### src/rtl/score_collector.sv
// rtl/score_collector.sv - packs streamed class scores into the argmax bus and handshakes one frame at a time
// Optional COLLECT_LAST_CHECK_EN: enforce s_last on the final beat, flag sticky err_frame otherwise.
module score_collector #(
    parameter int NUM_CLASSES = 10,
    parameter int SCORE_W     = 32,
    parameter int CNT_W       = 16
) (
    input  logic                           clk,
    input  logic                           rst_n,
    input  logic                           s_valid,
    input  logic [SCORE_W-1:0]             s_data,
    input  logic                           s_last,
    output logic                           s_ready,
    input  logic                           flush,
    input  logic                           max_valid,
    output logic [NUM_CLASSES*SCORE_W-1:0] data,
    output logic                           enable,
    output logic                           busy,
    output logic [CNT_W-1:0]               frame_count,
    output logic                           err_frame
);

    localparam int IDX_W = (NUM_CLASSES > 1) ? $clog2(NUM_CLASSES) : 1;
    localparam logic [IDX_W-1:0] LAST_IDX = IDX_W'(NUM_CLASSES - 1);

    typedef enum logic [1:0] {
        ST_INIT,
        ST_COLLECT,
        ST_FIRE,
        ST_WAIT
    } state_t;

    state_t                           state_q, state_d;
    logic [IDX_W-1:0]                 idx_q, idx_d;
    logic [NUM_CLASSES*SCORE_W-1:0]   data_q, data_d;
    logic                             ready_q, ready_d;
    logic                             enable_q, enable_d;
    logic                             busy_q, busy_d;
    logic [CNT_W-1:0]                 count_q, count_d;

    logic accept;
    logic last_beat;
    logic frame_err;
    logic beat_ok;

    // ready_q is only ever high in COLLECT, so it doubles as the state qualifier
    assign accept    = s_valid & ready_q;
    assign last_beat = (idx_q == LAST_IDX);

`ifdef COLLECT_LAST_CHECK_EN
    logic err_q, err_d;
    assign frame_err = accept & ~flush & (s_last != last_beat);
`else
    logic unused_s_last;
    assign unused_s_last = s_last;
    assign frame_err     = 1'b0;
`endif

    assign beat_ok = accept & ~flush & ~frame_err;

    always_ff @(posedge clk or negedge rst_n) begin
        if (!rst_n) begin
            state_q <= ST_INIT;
        end else begin
            state_q <= state_d;
        end
    end

    always_comb begin
        state_d = state_q;
        case (state_q)
            ST_INIT:    state_d = ST_COLLECT;
            ST_COLLECT: if (beat_ok && last_beat) state_d = ST_FIRE;
            ST_FIRE:    state_d = ST_WAIT;
            ST_WAIT:    if (max_valid) state_d = ST_COLLECT;
            default:    state_d = ST_INIT;
        endcase
    end

    // Outputs are registered from the next state so they line up with the state they describe
    always_comb begin
        ready_d  = (state_d == ST_COLLECT);
        enable_d = (state_d == ST_FIRE);
        busy_d   = (state_d == ST_FIRE) || (state_d == ST_WAIT);
        count_d  = enable_d ? count_q + CNT_W'(1) : count_q;
    end

    always_comb begin
        idx_d  = idx_q;
        data_d = data_q;
`ifdef COLLECT_LAST_CHECK_EN
        err_d  = err_q;
`endif
        if (state_q == ST_COLLECT) begin
            if (flush) begin
                idx_d = '0;
            end else if (frame_err) begin
                idx_d = '0;
`ifdef COLLECT_LAST_CHECK_EN
                err_d = 1'b1;
`endif
            end else if (accept) begin
                data_d[int'(idx_q)*SCORE_W +: SCORE_W] = s_data;
                idx_d = last_beat ? '0 : idx_q + 1'b1;
            end
        end
    end

    always_ff @(posedge clk or negedge rst_n) begin
        if (!rst_n) begin
            idx_q    <= '0;
            data_q   <= '0;
            ready_q  <= 1'b0;
            enable_q <= 1'b0;
            busy_q   <= 1'b0;
            count_q  <= '0;
        end else begin
            idx_q    <= idx_d;
            data_q   <= data_d;
            ready_q  <= ready_d;
            enable_q <= enable_d;
            busy_q   <= busy_d;
            count_q  <= count_d;
        end
    end

`ifdef COLLECT_LAST_CHECK_EN
    always_ff @(posedge clk or negedge rst_n) begin
        if (!rst_n) begin
            err_q <= 1'b0;
        end else begin
            err_q <= err_d;
        end
    end
    assign err_frame = err_q;
`else
    assign err_frame = 1'b0;
`endif

    assign s_ready     = ready_q;
    assign enable      = enable_q;
    assign busy        = busy_q;
    assign frame_count = count_q;
    assign data        = data_q;

endmodule

### config.mk
export PLATFORM = sky130hd
export DESIGN_NAME = score_collector
export DESIGN_NICKNAME = d
export VERILOG_FILES = /design/src/rtl/score_collector.sv
export SDC_FILE = /design/constraint.sdc
export NUM_CORES = 1
export LEC_CHECK = 0
export CAP_MARGIN = 30
export CORE_ASPECT_RATIO = 1.5
export CORE_MARGIN = 10
export CORE_UTILIZATION = 44
export CTS_BUF_LIST = sky130_fd_sc_hd__clkbuf_16
export DETAILED_ROUTE_END_ITERATION = 8
export GPL_TIMING_DRIVEN = 0
export HOLD_SLACK_MARGIN = 0.06
export PLACE_DENSITY = 0.74
export SLEW_MARGIN = 0
export SYNTH_ARGS = -nofsm -noshare
export SYNTH_HDL_FRONTEND = slang
export SYNTH_SLANG_ARGS = --single-unit
### constraint.sdc
create_clock -name clk -period 2.8 [get_ports clk]
set_input_delay 0.42 -clock clk [delete_from_list [all_inputs] [get_ports clk]]
set_output_delay 0.42 -clock clk [all_outputs]
set_load 0.005 [all_outputs]
==> metrics.txt, run 1 <==
Reg area=8636 um2; Most used DFF post-synth=dfrtp_1; # setup viols final=0; max-cap violations=0; RR Startpoint=idx_q[0]; Worst Path Arrival=3110 ps; cells after synthesis=about 1.2k; row count=80; Reg2Reg Depth=9; startpoint types=flop; warnings from Yosys=0; share of cells above drive strength 1=19.05%; Total Power=11.27 mW; ys async rst share=100.0%; Port Buffers=375; Synth Register Bits=345; Clock Skew=~18 ps; crit-path max cell delay=between 400 and 500 ps; Vias=10.94k; gr usage total=between 20 and 25%; Clock Path Buffers=3; largest net degree at the start of global routing=~120; Hold Path Class=flop to flop; Final Hold Fails=0; RePlAce Congestion=0.8420; synthesized net count=1,223; Nets=1,650; Cells on Worst Hold Path=2; max-slew violations=0; fillers=about 2.6k; later-pin clock latency in the skew report=530 ps; Clock H-tree levels=2; unrepaired setup endpoints after global routing=no; Clock Sinks=about 350; detailed placement HPWL=36,260 um; most frequent cells in the layout=clkdlybuf4s50_1 (374), dfrtp_1 (343), mux2_2 (155); Max Freq=around 370 MHz; Multi-input gate area=5241 um2; Mean Syn Cell Area=12.16 um2; Clock Tree Root=clkbuf_16; CTS buffer count=35; Yosys top cell area share=60.24%; number of global-route vias before repair=between 10k and 15k; core area=roughly 32,000 um2; CP Max Fanout=10; HP Start=data[16]; CTS tree=yes; io pins=between 300 and 400; die width=167.4 um; critical path's top delay family=buffers and inverters; outcome=finished, final reports clean; leakage=9.769 nW; Yosys top cell by area=dfrtp_1; worst r2r dst=data[82]; Post-Route WL=48,460 um; Initial Utilization=44.75%; post-synthesis sequential area ratio=60.24%; Slew headroom=43.03%; fin crit share=between 90% and 100%; worst hold endpoint=data[16]; flop2flop setup slack=between 80 and 90 ps; CP Class=flop to flop; die area=40,340 um2; actual slew at the worst max-slew pin=854.6 ps; routed vias/inst=5.366; slowest library cell on the worst path=a2111oi_4; CP bufs+invs=4; largest cells by area after synthesis=dfrtp_1 (60%), mux2_2 (12%), nand2_1 (3.7%); Clock transition at path regs=60 ps; wire per inst=23.78 um; CP Capture Type=flop; synthesized area=14,330 um2; Die Ht=241.0 um; area post-placement=between 15,000 and 20,000 um2; initial antenna violation count=2; total gr overflow=0; number of flops mapped to enable cells by yosys=0; fin crit period=2710 ps; DR DRC count=0; Finished Cell Area=20,020 um2; PwrDens=562.7 nW/um2; final antenna-violating net count=0; Hold Worst Slack=roughly 460 ps; Cell Chain, Critical Path=buf_8 -> inv_1 -> ha_1 -> nand2b_1 -> a2111oi_4 -> buf_4 -> nand2_2 -> clkbuf_4 -> mux2_1; commonest non-fill, non-tap cell in the layout=clkdlybuf4s50_1; synthesis-to-layout area growth=39.69%; drt first pass iters=4; Yosys cell types=45; Detailed Route Iter0 Violations=739; WP data required=~3200 ps; maximum vdd drop=0.0005162 V; first-pass GRT wire length=72,880 um
==> final cells by class <==
type,count,share of cell area (%)
flip-flops and latches,345,43.13
multi-input cells,711,26.18
repair buffers,392,19.64
clock buffers,37,4.624
well taps,410,2.562
plain buffers,82,2.112
clock inverters,21,1.012
inverters,39,0.7312
diodes,1,0.01250
==> worst min-delay path: cells and delay by family (launching register included) <==
kind,cells,cell delay [ps]
AND/OR/NAND/NOR,2,90
flip-flops,1,340
==> registers in the layout, summed over array words and instances (netlist names) <==
register,count
idx_q,4
state_q,2
enable,1
data,320
frame_count,16
busy,1
s_ready,1
==> cell usage after synthesis, types with 2 or more instances <==
cell	number
clkbuf_1	53
and3_1	45
a21oi_1	3
a21bo_2	27
a21bo_1	5
nor2_1	3
and2_1	35
o21ai_1	3
xnor2_1	14
nand2_1	141
nand2b_1	2
and3b_1	2
nor3_1	6
nor4_1	3
ha_1	6
a2111oi_4	2
nand3b_1	2
nand4_1	37
mux2_2	155
nand3_1	71
xor2_1	3
a21o_1	22
buf_2	23
nor4_2	3
buf_6	4
and4_1	27
o21ai_0	65
buf_1	3
dfrtp_1	345
inv_1	39
mux2_1	16
==> timing repair <==
item,CTS,global route
setup endpoints to repair,320,166
pin swaps,4,0
gates cloned,0,0
hold buffers,1,0
gates resized for setup,22,21
buffers inserted,10,0
endpoints found under the hold margin,106,0
==> kinds of logic (layout without fill, tap and decap cells) <==
logic type	Yosys count	count (layout)	share of synthesized area (%)
and+or+nand+nor	385	385	14.53
DFF	345	345	60.24
muxes	171	171	13.44
AOI/OAI and AO/OA	130	130	6.443
buffers and inverters	123	571	3.658
xor gates and xnor gates	18	18	1.152
adders and majority gates	6	6	0.5238
other	1	2	0.02616
==> through the flow <==
step	TNS [ps]	utilization (%)	cells	setup slack [ps]
final	0	62.51	2038	89.74
after CTS	0	62.38	2038	4.126
after global routing	0	62.51	2038	3.455
after floorplan	0	-	1179	81.34
after detailed placement	-205080	58.36	1970	-1054
after global placement	-4918790	58.07	1964	-14910
==> routing by layer <==
metal  vias to the layer above  share of wire [%]  global-route usage (%)
met5                         -                  0                       0
met1                      5562                 36                   25.32
met4                         0                4.7                   10.68
li1                       4940                  -                       -
met3                        97                6.4                   5.894
met2                       337                 52                   41.60
==> how the worst max path moves through the flow <==
stage | from | endpoint | slack, ps | depth (start not counted)
floorplan | idx_q[0] | data[12] | 80 | 10
global placement | rst_n | idx_q[0] | -14910 | 1
detailed placement | idx_q[0] | data[205] | -1050 | 9
CTS | idx_q[0] | data[167] | 4 | 7
global route | idx_q[0] | data[82] | 3 | 9
finish | idx_q[0] | data[82] | 90 | 9
==> report_power, final <==
group          internal, mW  switching [mW]
Combinational         0.576           0.657
Sequential             5.20           0.131
Clock                  2.75            1.96
Note: power is estimated with default switching activity, not from simulation.
==> run 2: changes to the inputs <==
--- a/config.mk
+++ b/config.mk
@@ -10,6 +10,7 @@
 export CORE_MARGIN = 10
 export CORE_UTILIZATION = 44
 export CTS_BUF_LIST = sky130_fd_sc_hd__clkbuf_16
+export CTS_CLUSTER_SIZE = 14
 export DETAILED_ROUTE_END_ITERATION = 8
 export GPL_TIMING_DRIVEN = 0
 export HOLD_SLACK_MARGIN = 0.06
==> metrics.txt, run 2 (synthesis results as in run 1) <==
outcome=finished, final reports clean (unchanged); maximum vdd drop=0.0005404 V (was 0.0005162 V); crit-path max cell delay=400 ps (was 410 ps); Clock Skew=20.21 ps (was 17.72 ps); PwrDens=562.5 nW/um2 (was 562.7 nW/um2); most frequent cells in the layout=clkdlybuf4s50_1 (374), dfrtp_1 (343), mux2_2 (155) (unchanged); Vias=11.04k (was 10.94k); met3 routed WL=3278 um (was 3087 um); share of cells above drive strength 1=19.05% (unchanged); CP Capture Type=flop (unchanged); highest routed layer=met4 (unchanged); Hold Path Class=flop to flop (unchanged); largest net degree at the start of global routing=124 (unchanged); CP Max Fanout=10 (unchanged); initial antenna violation count=2 (unchanged); critical path's top delay family=buffers and inverters (unchanged); Cell Chain, Critical Path=buf_8 -> inv_1 -> ha_1 -> nand2b_2 -> a2111oi_4 -> buf_4 -> nand2_2 -> clkbuf_4 -> mux2_1 (was buf_8 -> inv_1 -> ha_1 -> nand2b_1 -> a2111oi_4 -> buf_4 -> nand2_2 -> clkbuf_4 -> mux2_1); leakage=9.763 nW (was 9.769 nW); core area=32,030 um2 (unchanged); fillers=2,643 (was 2,644); gr usage total=23.27% (was 23.24%); pre-CTS worst setup slack=-1054 ps (unchanged); fin crit share=95.55% (was 96.80%); io pins=378 (unchanged); detailed placement HPWL=36,260 um (unchanged); Finished Cell Area=20,020 um2 (about the same); final antenna-violating net count=0 (unchanged); row count=80 (unchanged); RePlAce Congestion=0.8420 (unchanged); DRT met1 WL=17,640 um (was 17,670 um); fin crit period=2676 ps (was 2710 ps); Clock Sinks=345 (unchanged); Slew headroom=41.95% (was 43.03%); drt first pass iters=5 (was 4); max-cap violations=0 (unchanged); Detailed Route Iter0 Violations=693 (was 739); Die Ht=241.0 um (unchanged); Clock Path Buffers=3 (unchanged); WP data required=3200 ps (about the same); die width=167.4 um (unchanged); CP bufs+invs=4 (unchanged); CTS tree=yes (unchanged); Nets=1,650 (unchanged); CTS buffer count=35 (unchanged); total gr overflow=0 (unchanged); max-slew violations=0 (unchanged); Port Buffers=375 (unchanged); Post-Route WL=48,630 um (was 48,460 um); first-pass GRT wire length=72,970 um (was 72,880 um); Clock Tree Root=clkbuf_16 (unchanged); number of global-route vias before repair=11.65k (was 11.67k); Final Hold Fails=0 (unchanged); max reg flops=320 (unchanged); die area=40,340 um2 (unchanged); # setup viols final=0 (unchanged); synthesis-to-layout area growth=39.70% (was 39.69%); Initial Utilization=44.75% (unchanged); area post-placement=18,690 um2 (unchanged); met2 wire length=25,480 um (was 25,430 um); DR DRC count=0 (unchanged); slowest library cell on the worst path=dfrtp_2 (was a2111oi_4); Clock transition at path regs=60 ps (about the same); unrepaired setup endpoints after global routing=no (unchanged); startpoint types=flop (unchanged); routed vias/inst=5.419 (was 5.366); Hold Worst Slack=465.6 ps (was 464.7 ps); wire per inst=23.86 um (was 23.78 um); worst setup margin=124.5 ps (was 89.74 ps); CP Class=flop to flop (unchanged); Max Freq=373.8 MHz (was 369.0 MHz); later-pin clock latency in the skew report=530 ps (about the same); Worst Path Arrival=3070 ps (was 3110 ps); commonest non-fill, non-tap cell in the layout=clkdlybuf4s50_1 (unchanged); actual slew at the worst max-slew pin=870.8 ps (was 854.6 ps); Clock H-tree levels=2 (unchanged)
==> run 2: cell type report <==
cell class	count	area [um2]	share of cell area (%)
diodes	1	2.502	0.01250
multi-input cells	711	5244	26.19
repair buffers	392	3931	19.63
clock inverters	21	201.4	1.006
well taps	410	513.0	2.562
inverters	39	146.4	0.7311
flip-flops and latches	345	8636	43.13
plain buffers	82	422.9	2.112
clock buffers	37	925.9	4.624
==> run 2: timing repair <==
action                     in CTS  in global routing
hold buffers                    1                  0
setup buffers                  10                  0
pin swaps                       4                  0
gates resized for setup        23                 21
setup endpoints to repair     320                165
hold endpoints to repair      106                  0
==> run 2: layer usage <==
metal  GRT usage, %  up-vias
li1               -     4939
met1          25.33     5627
met2          41.66      383
met5              0        -
met3          5.975       94
met4          10.66        0
==> run 2: where the power goes <==
part / switching (mW) / total (mW) / internal [mW]
Sequential: 0.131 / 5.33 / 5.20
Combinational: 0.658 / 1.23 / 0.576
Clock: 1.95 / 4.70 / 2.75
==> run 2: through the flow <==
step           instances  power, mW  utilization [%]  setup TNS [ps]
4_1_cts             2038      11.36            62.38               0
6_report            2038      11.26            62.51               0
3_5_place_dp        1970      6.636            58.36         -205080
3_3_place_gp        1964      6.603            58.07        -4918790
5_1_grt             2038      11.68            62.51               0
2_1_floorplan       1179      5.764                -               0
==> run 2: worst min-delay path: cells and delay by family, from the launching register on <==
kind             cells  cell delay (ps)
DFF                  1              340
and+or+nand+nor      2               90
==> run 2: worst paths after layout <==
check / start / end / slack [ps] / depth (start not counted)
max in group asynchronous: rst_n / data[14] / 770 / 4
max reg2reg: idx_q[0] / data[82] / 120 / 9
min in group asynchronous: rst_n / data[318] / 490 / 2
min reg2reg: data[16] / data[16] / 470 / 2
min: data[16] / data[16] / 470 / 2
max: idx_q[0] / data[82] / 120 / 9
==> run 3: changes to the inputs <==
--- a/config.mk
+++ b/config.mk
@@ -14,7 +14,7 @@
 export DETAILED_ROUTE_END_ITERATION = 8
 export GPL_TIMING_DRIVEN = 0
 export HOLD_SLACK_MARGIN = 0.06
-export PLACE_DENSITY = 0.74
+export PLACE_DENSITY = 0.76
 export SLEW_MARGIN = 0
 export SYNTH_ARGS = -nofsm -noshare
 export SYNTH_HDL_FRONTEND = slang
==> metrics.txt, run 3 (synthesis results as in run 1) <==
outcome=finished, final reports clean (unchanged); CTS tree=yes (unchanged); worst r2r dst=data[152] (was data[82]); total gr overflow=0 (unchanged); Nets=1,654 (was 1,650); pre-CTS worst setup slack=-1094 ps (was -1054 ps); first-pass GRT wire length=74,090 um (was 72,970 um); slowest library cell on the worst path=xor2_2 (was dfrtp_2); detailed placement HPWL=36,460 um (was 36,260 um); core area=32,030 um2 (unchanged); Detailed Route Iter0 Violations=712 (was 693); Gate power share=11.0% (about the same); CP Capture Type=flop (unchanged); largest net degree at the start of global routing=119 (was 124); RR Startpoint=idx_q[0] (unchanged); Die Ht=241.0 um (unchanged); CP Max Fanout=10 (unchanged); row count=80 (unchanged); crit-path max cell delay=540 ps (was 400 ps); Final Util=62.68% (was 62.51%); CP endpoint=data[152] (was data[82]); clock power share=41.7% (about the same); Worst Path Arrival=3080 ps (was 3070 ps); commonest non-fill, non-tap cell in the layout=clkdlybuf4s50_1 (unchanged); net switching power=2.744 mW (was 2.742 mW); Clock transition at path regs=70 ps (was 60 ps); Port Buffers=375 (unchanged); Reg power frac=47.3% (about the same); drt first pass iters=6 (was 5); Max Freq=373.6 MHz (was 373.8 MHz); Cell Chain, Critical Path=buf_8 -> inv_1 -> ha_1 -> xor2_2 -> nor3_4 -> nand2_2 -> buf_2 -> mux2_2 (was buf_8 -> inv_1 -> ha_1 -> nand2b_2 -> a2111oi_4 -> buf_4 -> nand2_2 -> clkbuf_4 -> mux2_1); Clock Path Buffers=3 (unchanged); critical path's top delay family=XOR/XNOR gates (was buffers and inverters); initial antenna violation count=1 (was 2); Reg2Reg Depth=8 (was 9); Hold Path Class=input pin to asynchronous set/reset pin (was flop to flop); die area=40,340 um2 (unchanged); WP data required=3200 ps (about the same); flop2flop setup slack=120 ps (about the same); most frequent cells in the layout=clkdlybuf4s50_1 (374), dfrtp_1 (343), mux2_2 (155) (unchanged); Post-Route WL=48,840 um (was 48,630 um); maximum vdd drop=0.0004101 V (was 0.0005404 V); die width=167.4 um (unchanged); setup tns final=0 ps (unchanged); synthesis-to-layout area growth=40.09% (was 39.70%); actual slew at the worst max-slew pin=815.3 ps (was 870.8 ps); Clock Skew=13.38 ps (was 20.21 ps); fillers=2,620 (was 2,643); wire per inst=23.87 um (was 23.86 um); io pins=378 (unchanged); Final Hold Fails=0 (unchanged); Multi-input gate area=5250 um2 (was 5244 um2); max-slew violations=0 (unchanged); PwrDens=561.3 nW/um2 (was 562.5 nW/um2); Crit path depth=8 (was 9); fin crit share=95.60% (was 95.55%); number of global-route vias before repair=11.90k (was 11.65k); Sw Share=24.35% (about the same); Slew headroom=45.23% (was 41.95%); crit path from=idx_q[0] (unchanged); share of cells above drive strength 1=18.72% (was 19.05%); Initial Utilization=44.75% (unchanged); gr usage total=23.59% (was 23.27%); CP bufs+invs=3 (was 4); RePlAce Congestion=0.8522 (was 0.8420); final antenna-violating net count=0 (unchanged); Total Power=11.27 mW (was 11.26 mW); max reg flops=320 (unchanged); worst setup margin=123.2 ps (was 124.5 ps); Clock Sinks=345 (unchanged); # setup viols final=0 (unchanged); startpoint types=flop (unchanged); CP Class=flop to flop (unchanged); Clock Tree Root=clkbuf_16 (unchanged); later-pin clock latency in the skew report=520 ps (was 530 ps); max-cap violations=0 (unchanged); Internal Pwr Total=8.525 mW (was 8.522 mW); CTS buffer count=34 (was 35); Clock H-tree levels=2 (unchanged); Vias=11.04k (about the same); fin crit period=2677 ps (was 2676 ps); routed vias/inst=5.395 (was 5.419); leakage=9.813 nW (was 9.763 nW); DR DRC count=0 (unchanged); Reg area=8636 um2 (unchanged)
run 3: worst reg2reg max path, cell delays in order, from the launching register on:
cell	delay, ps
dfrtp_2	440
buf_8	130
inv_1	70
ha_1	310
xor2_2	540
nor3_4	130
nand2_2	240
buf_2	320
mux2_2	380
run 3: routing by layer:
layer | vias up | track usage, % | part of all wire [%]
li1 | 4949 | - | -
met1 | 5618 | 25.86 | 37
met2 | 366 | 41.86 | 52
met3 | 106 | 5.845 | 6.4
met4 | 0 | 11.48 | 5.1
met5 | - | 0 | 0
run 3: final cells by class:
cell class	instances	area share, %
clock inverters	24	0.9971
plain buffers	82	2.088
multi-input cells	711	26.15
repair buffers	397	19.85
clock buffers	37	4.611
flip-flops and latches	345	43.01
well taps	410	2.555
inverters	39	0.7291
diodes	1	0.01246
run 3: power by group through the flow:
stage	clock [mW]	sequential (mW)	combinational, mW
6_report	4.69	5.33	1.24
5_1_grt	4.96	5.35	1.36
4_1_cts	4.78	5.32	1.25
3_5_place_dp	0	5.42	1.22
3_3_place_gp	0	5.42	1.17
2_1_floorplan	0	5.42	0.347
run 3: what timing repair did:
item | 4_1_cts | 5_1_grt
pin swaps | 3 | 1
gates resized for setup | 25 | 18
setup endpoints to repair | 320 | 268
endpoints found under the hold margin | 68 | 0
setup buffers | 9 | 4
hold buffers | 1 | 0
run 3: worst min-delay path by stage:
stage,from,to,slack (ps),depth (start not counted)
after global placement,data[19],data[19],450,2
after global routing,rst_n,data[62],480,2
after CTS,rst_n,data[62],470,2
after detailed placement,rst_n,data[59],430,1
after floorplan,rst_n,busy,120,0
final,rst_n,data[62],450,2
run 3: metrics by stage:
step                      instance area (um2)  cells  hold slack (ps)
after global placement                  18600   1964            452.6
after floorplan                         14330   1179            124.4
after CTS                               20010   2041            468.4
after detailed placement                18720   1972            428.8
final                                   20080   2046            446.7
after global routing                    20080   2046            484.4
